**config.mk**
```make
export PLATFORM = sky130hd
export DESIGN_NAME = rf_write_arbiter
export DESIGN_NICKNAME = d
export VERILOG_FILES = /design/src/rtl/rf_write_arbiter.sv
export SDC_FILE = /design/constraint.sdc
export NUM_CORES = 1
export LEC_CHECK = 0
export ABC_AREA = 0
export BUFFER_PORTS_ARGS = -buffer_cell sky130_fd_sc_hd__buf_2
export CORE_ASPECT_RATIO = 0.5
export CORE_MARGIN = 2
export CORE_UTILIZATION = 42
export DETAILED_ROUTE_END_ITERATION = 12
export PLACE_DENSITY = 0.82
export SYNTH_ARGS = -nofsm -noshare
export SYNTH_HDL_FRONTEND = slang
export SYNTH_SLANG_ARGS = --single-unit
```
**constraint.sdc**
```tcl
create_clock -name clk -period 1.9 [get_ports clk]
set_input_delay 0.095 -clock clk [delete_from_list [all_inputs] [get_ports clk]]
set_output_delay 0.095 -clock clk [all_outputs]
set_load 0.05 [all_outputs]
```
**src/rtl/rf_write_arbiter.sv**
```systemverilog
// Two-requester (ALU/LSU) register-file write arbiter with round-robin conflict resolution.
// Optional conflict statistics counter enabled by defining RF_WARB_STATS_EN.
module rf_write_arbiter #(
  parameter int WIDTH  = 32,
  parameter int ADDR_W = 5
) (
  input  logic              clk,
  input  logic              rst,
  input  logic              hold,
  input  logic              alu_valid,
  input  logic [ADDR_W-1:0] alu_waddr,
  input  logic [WIDTH-1:0]  alu_wdata,
  input  logic              lsu_valid,
  input  logic [ADDR_W-1:0] lsu_waddr,
  input  logic [WIDTH-1:0]  lsu_wdata,
  output logic              alu_ready,
  output logic              lsu_ready,
  output logic              write_enable,
  output logic [ADDR_W-1:0] waddr,
  output logic [WIDTH-1:0]  wdata,
  output logic [15:0]       conflict_cnt
);

  localparam logic RR_ALU = 1'b0;
  localparam logic RR_LSU = 1'b1;

  logic              r_rr_last;
  logic              r_we;
  logic [ADDR_W-1:0] r_waddr;
  logic [WIDTH-1:0]  r_wdata;

  logic              w_alu_gnt;
  logic              w_lsu_gnt;
  logic              w_conflict;
  logic              w_wr;
  logic [ADDR_W-1:0] w_sel_addr;
  logic [WIDTH-1:0]  w_sel_data;

  assign w_conflict = !hold && alu_valid && lsu_valid;

  // Grants are suppressed during reset so nothing is consumed that reset would discard.
  always_comb begin
    w_alu_gnt = 1'b0;
    w_lsu_gnt = 1'b0;
    if (!rst && !hold) begin
      if (alu_valid && lsu_valid) begin
        if (r_rr_last == RR_LSU) w_alu_gnt = 1'b1;
        else                     w_lsu_gnt = 1'b1;
      end else begin
        w_alu_gnt = alu_valid;
        w_lsu_gnt = lsu_valid;
      end
    end
  end

  assign w_sel_addr = w_lsu_gnt ? lsu_waddr : alu_waddr;
  assign w_sel_data = w_lsu_gnt ? lsu_wdata : alu_wdata;
  // Register 0 is hardwired: the request is consumed but never written.
  assign w_wr       = (w_alu_gnt || w_lsu_gnt) && (w_sel_addr != '0);

  always_ff @(posedge clk) begin
    if (rst) begin
      r_we      <= 1'b0;
      r_waddr   <= '0;
      r_wdata   <= '0;
      r_rr_last <= RR_LSU;
    end else begin
      r_we <= w_wr;
      if (w_wr) begin
        r_waddr <= w_sel_addr;
        r_wdata <= w_sel_data;
      end
      if (w_alu_gnt)      r_rr_last <= RR_ALU;
      else if (w_lsu_gnt) r_rr_last <= RR_LSU;
    end
  end

`ifdef RF_WARB_STATS_EN
  logic [15:0] r_conflict_cnt;

  always_ff @(posedge clk) begin
    if (rst) begin
      r_conflict_cnt <= '0;
    end else if (w_conflict && (r_conflict_cnt != 16'hFFFF)) begin
      r_conflict_cnt <= r_conflict_cnt + 16'd1;
    end
  end

  assign conflict_cnt = r_conflict_cnt;
`else
  logic w_unused;
  assign w_unused     = w_conflict;
  assign conflict_cnt = 16'h0000;
`endif

  assign alu_ready    = w_alu_gnt;
  assign lsu_ready    = w_lsu_gnt;
  // A write registered just before reset rises is masked while reset is active.
  assign write_enable = r_we && !rst;
  assign waddr        = r_waddr;
  assign wdata        = r_wdata;

endmodule

```
-- Yosys cells after proc, flatten, opt, wreduce, memory -nomap -nowiden
Cells that the tools add are included.
- word-level logic and storage cells: 23
- bits in registers: 39
- input port bits: 79
- output and inout port bits: 56
- muxes and demuxes: 10
- reduce and logical (&&, ||, !) cells: 9
- operators with widths (kind ; number):
    $mux W32 ; 1
    $mux W1 ; 8
    $mux W5 ; 1
    $reduce_bool A5 Y1 ; 1
    $logic_and A1 B1 Y1 ; 4
    $logic_not A1 Y1 ; 2
    $reduce_bool A2 Y1 ; 1
    $logic_or A1 B1 Y1 ; 1

-- Logic depth before layout (Yosys ltp)
- word-level depth: 6
- mapped depth: 7
- depth with buffers taken out: 5

-- Worst setup path after synthesis
Ideal clock, no wire load.
- kind: flip-flop to flip-flop
- start: reg r_rr_last
- end: reg r_wdata[10] (netlist: wdata[10])
- path slack: -74 ps
- cell stages (with the launch flop): 7
- library setup time: 88 ps
- path buffers: 1
- data required time: 1812 ps
- arrival: 1886 ps
- period minus slack after synthesis: 1974 ps
- path through: dfxtp_1 > a211oi_1 > nand2_1 > clkinv_1 > clkbuf_1 > nand2_1 > a311oi_2
- longest elaborated chain between the ends: 6
- elaborated cells on any way between the ends: 11
- classes of those cells: 8 x mux; 3 x reduce/logical
- RTL lines (element ; line ; RTL):
    start: declaration ; 27 ; logic r_rr_last;
    start signal: assignment ; 66 ; r_rr_last <= RR_LSU;
    start signal: assignment ; 73 ; if (w_alu_gnt) r_rr_last <= RR_ALU;
    start signal: assignment ; 74 ; else if (w_lsu_gnt) r_rr_last <= RR_LSU;
    $mux W1 (*) ; 47 ; if (r_rr_last == RR_LSU) w_alu_gnt = 1'b1;
    $mux W1 (*) ; 46 ; if (alu_valid && lsu_valid) begin
    $mux W1 (*) ; 45 ; if (!rst && !hold) begin
    net lsu_ready ; 17 ; output logic lsu_ready,
    $mux W5 ; 56 ; assign w_sel_addr = w_lsu_gnt ? lsu_waddr : alu_waddr;
    $reduce_bool A5 Y1 ; 59 ; assign w_wr = (w_alu_gnt || w_lsu_gnt) && (w_sel_addr != '0);
    $logic_and A1 B1 Y1 ; 59 ;
    end signal: assignment ; 71 ; r_wdata <= w_sel_data;
    end: declaration ; 30 ; logic [WIDTH-1:0] r_wdata;
The timed path passes the listed nets; every way through them passes the cells marked *.
A chain may end at the register's enable or synchronous reset.

-- Worst setup path in the final report
- start: reg r_rr_last
- end: out lsu_ready
- longest elaborated chain between the ends: 3
- RTL lines (element ; line):
    $mux W1 ; 47
    $mux W1 ; 46
    $mux W1 ; 45
    end: declaration ; 17
Every way passes these cells.

==> metrics.txt <==
status=complete, no violations; global-route wire length before repair=9101 um; Worst Hold Class=in2reg; I/O pins=135; ANT nets after route=0; Startpoint Class=flip-flop; Max IR drop VDD=0.2842 mV; Pre-Repair DR Iteration Count=4; setup slack, reg-to-reg=0.15 ns; share of the synthesized area in the top cell type=37.10%; initial core utilization=43.26%; synthesized instance count=246; largest cells by area after synthesis=dfxtp_1 37%, a311oi_2 14%, nand2_1 13%; Clock Latency Late Sink=0.28 ns; WL/cell=14.16 um; clock period minus final worst setup slack=1.783 ns; sequential-to-total area share from yosys stat=37.10%; fin nets=434; IO Port Bufs=118; clock power share=27.1%; combinational power share=29.9%; Slew HR=64.55%; final slew viol count=0; number of synthesized flops with an enable pin=0; fmax=0.5610 GHz; Residual DRC=0; vias in the first global route=2035; CP top delay family=buffers and inverters; Num CTS Buffers=5; total track usage=20.19%; TNS Setup=0 ns; Cell Pwr Density=755.4 nW/um2; CTS sink cnt=39; synthesis-to-finish area growth=31.39%; FFs w/ async S/R, synth=0%; hpwl dp=4343 um; Mapped Area=2105 um2; CTS root buf=clkbuf_8; crit path buf inv count=3; Total Routed Length=6016 um; critical path class=reg2out; Seq pwr share=43.1%; initial antenna violation count=0; Iteration-0 DRC Markers=105; n_diodes=0; final period utilization=93.82%; Via density=5.355; Post-CTS Setup Inserts=0; Worst Tran Pin Value=0.5318 ns; Synth Register Bits=39; RSZ-0062 raised after global routing=no; Die ar.=5627 um2; ys flop type=dfxtp_1; CP Capture Type=output port; static leakage=1.281 nW; Fin. Hold Viols=0; Setup-failing EPs final=0; Max Cap Viol=0; Int Pwr=1.340 mW; Switching Share=35.84%; most frequent cells in the layout=118 x buf_2, 71 x nand2_1, 39 x dfxtp_1, 35 x a31oi_1, 20 x a311oi_2; CTS HTree Levels=2; core area=4865 um2; # fillers=486; commonest non-fill, non-tap cell in the layout=buf_2; CTS tree=yes; Vias=2276; unique cell type count in the Yosys netlist=27; Die Wd=104.1 um; critical path, cell by cell=a211oi_2 -> nand2_1 -> clkinv_1 -> buf_4 -> buf_2; CP max stage delay=0.35 ns; leading area contributor after synthesis=dfxtp_1; Synth warnings=0; P_sw=0.7487 mW; Worst Skew=0.006197 ns; largest net degree at the start of global routing=39; chip height=54.06 um; Final GP Congestion=0.8206; WHS=0.07171 ns; Max Fanout on Critical Path=24; Worst EP arrival=1.69 ns; total congestion overflow=0; Max clock buf depth=2; Clk pin slew, worst setup/hold paths=0.07 ns; Avg Inst Size Synth=8.555 um2; share of post-route cells with drive strength above 1=44.51%; slowest stage cell, crit path=dfxtp_1; row count=18; Worst EP required=1.80 ns
==> final timing paths <==
kind | from | end | depth (start not counted)
setup / recovery | r_rr_last$_SDFFE_PP1P_ | lsu_ready | 5
hold / removal | alu_wdata[19] | wdata[19]$_SDFFE_PP0P_ | 3
setup reg to reg | r_rr_last$_SDFFE_PP1P_ | wdata[24]$_SDFFE_PP0P_ | 4
hold reg to reg | waddr[4]$_SDFFE_PP0P_ | waddr[4]$_SDFFE_PP0P_ | 2
==> synth_stat cells, types with 2 or more instances <==
cell type / count
buf_6: 4
buf_4: 16
nand2_1: 71
a31oi_1: 35
nor2_1: 3
nand2b_1: 2
clkbuf_1: 21
mux2i_1: 2
a311oi_1: 15
a311oi_2: 20
inv_1: 2
dfxtp_1: 39
o32ai_1: 2
==> routing by layer <==
layer,share of wire [%],up-vias,global-route usage [%]
li1,-,1095,-
met1,41,1060,22.95
met2,50,115,38.49
met3,8.0,6,5.569
met4,0.73,0,6.306
met5,0,-,0
==> tightest hold or removal path, delay by kind of cell <==
family | cells | cell delay [ns]
AND/OR/NAND/NOR | 1 | 0.04
AO/OA/AOI/OAI | 1 | 0.07
buffers and inverters | 1 | 0.09
==> timing repair <==
item	CTS	global route
setup endpoints to repair	0	30
hold buffers	0	0
gates resized for setup	0	1
==> cell type report <==
| cell class | instances | area (um2) | area share, % |
|---|---|---|---|
| Clock buffer | 6 | 82.58 | 2.986 |
| Clock inverter | 1 | 5.005 | 0.1810 |
| Inverter | 3 | 11.26 | 0.4072 |
| Multi-Input combinational cell | 177 | 1125 | 40.68 |
| Sequential cell | 39 | 780.7 | 28.24 |
| Tap cell | 70 | 87.58 | 3.167 |
| Timing Repair Buffer | 129 | 673.1 | 24.34 |
==> state kept, by name (all words and copies together) (netlist names) <==
| register | count |
|---|---|
| r_rr_last | 1 |
| waddr | 5 |
| r_we | 1 |
| wdata | 32 |
==> power groups by stage <==
stage | sequential (mW) | clock (mW) | combinational (mW)
after floorplan | 1.10 | 0 | 0.295
after global placement | 0.915 | 0 | 0.610
after detailed placement | 0.918 | 0 | 0.621
after CTS | 0.899 | 0.581 | 0.622
after global routing | 0.907 | 0.616 | 0.661
final | 0.900 | 0.566 | 0.624
==> per-stage QoR <==
stage | power, mW | cells | setup slack, ns | cell area, um2 | utilization (%)
6_report | 2.089 | 425 | 0.1174 | 2765 | 56.84
3_5_place_dp | 1.539 | 418 | 0.1015 | 2673 | 54.94
3_3_place_gp | 1.525 | 418 | 0.1633 | 2673 | 54.94
4_1_cts | 2.102 | 425 | 0.05305 | 2760 | 56.74
5_1_grt | 2.184 | 425 | 0.004148 | 2765 | 56.84
2_1_floorplan | 1.393 | 261 | 0.1922 | 2162 | -
==> kinds of logic (layout without fill, tap and decap cells) <==
| logic type | after synthesis | after routing | share of synthesized area, % |
|---|---|---|---|
| other cells | 1 | 16 | 0.1782 |
| buf+inv | 45 | 139 | 12.37 |
| compound gates | 77 | 77 | 33.59 |
| flops | 39 | 39 | 37.10 |
| mux | 2 | 2 | 0.9513 |
| simple gates | 82 | 82 | 15.82 |
(Power assumes the default switching activity.)
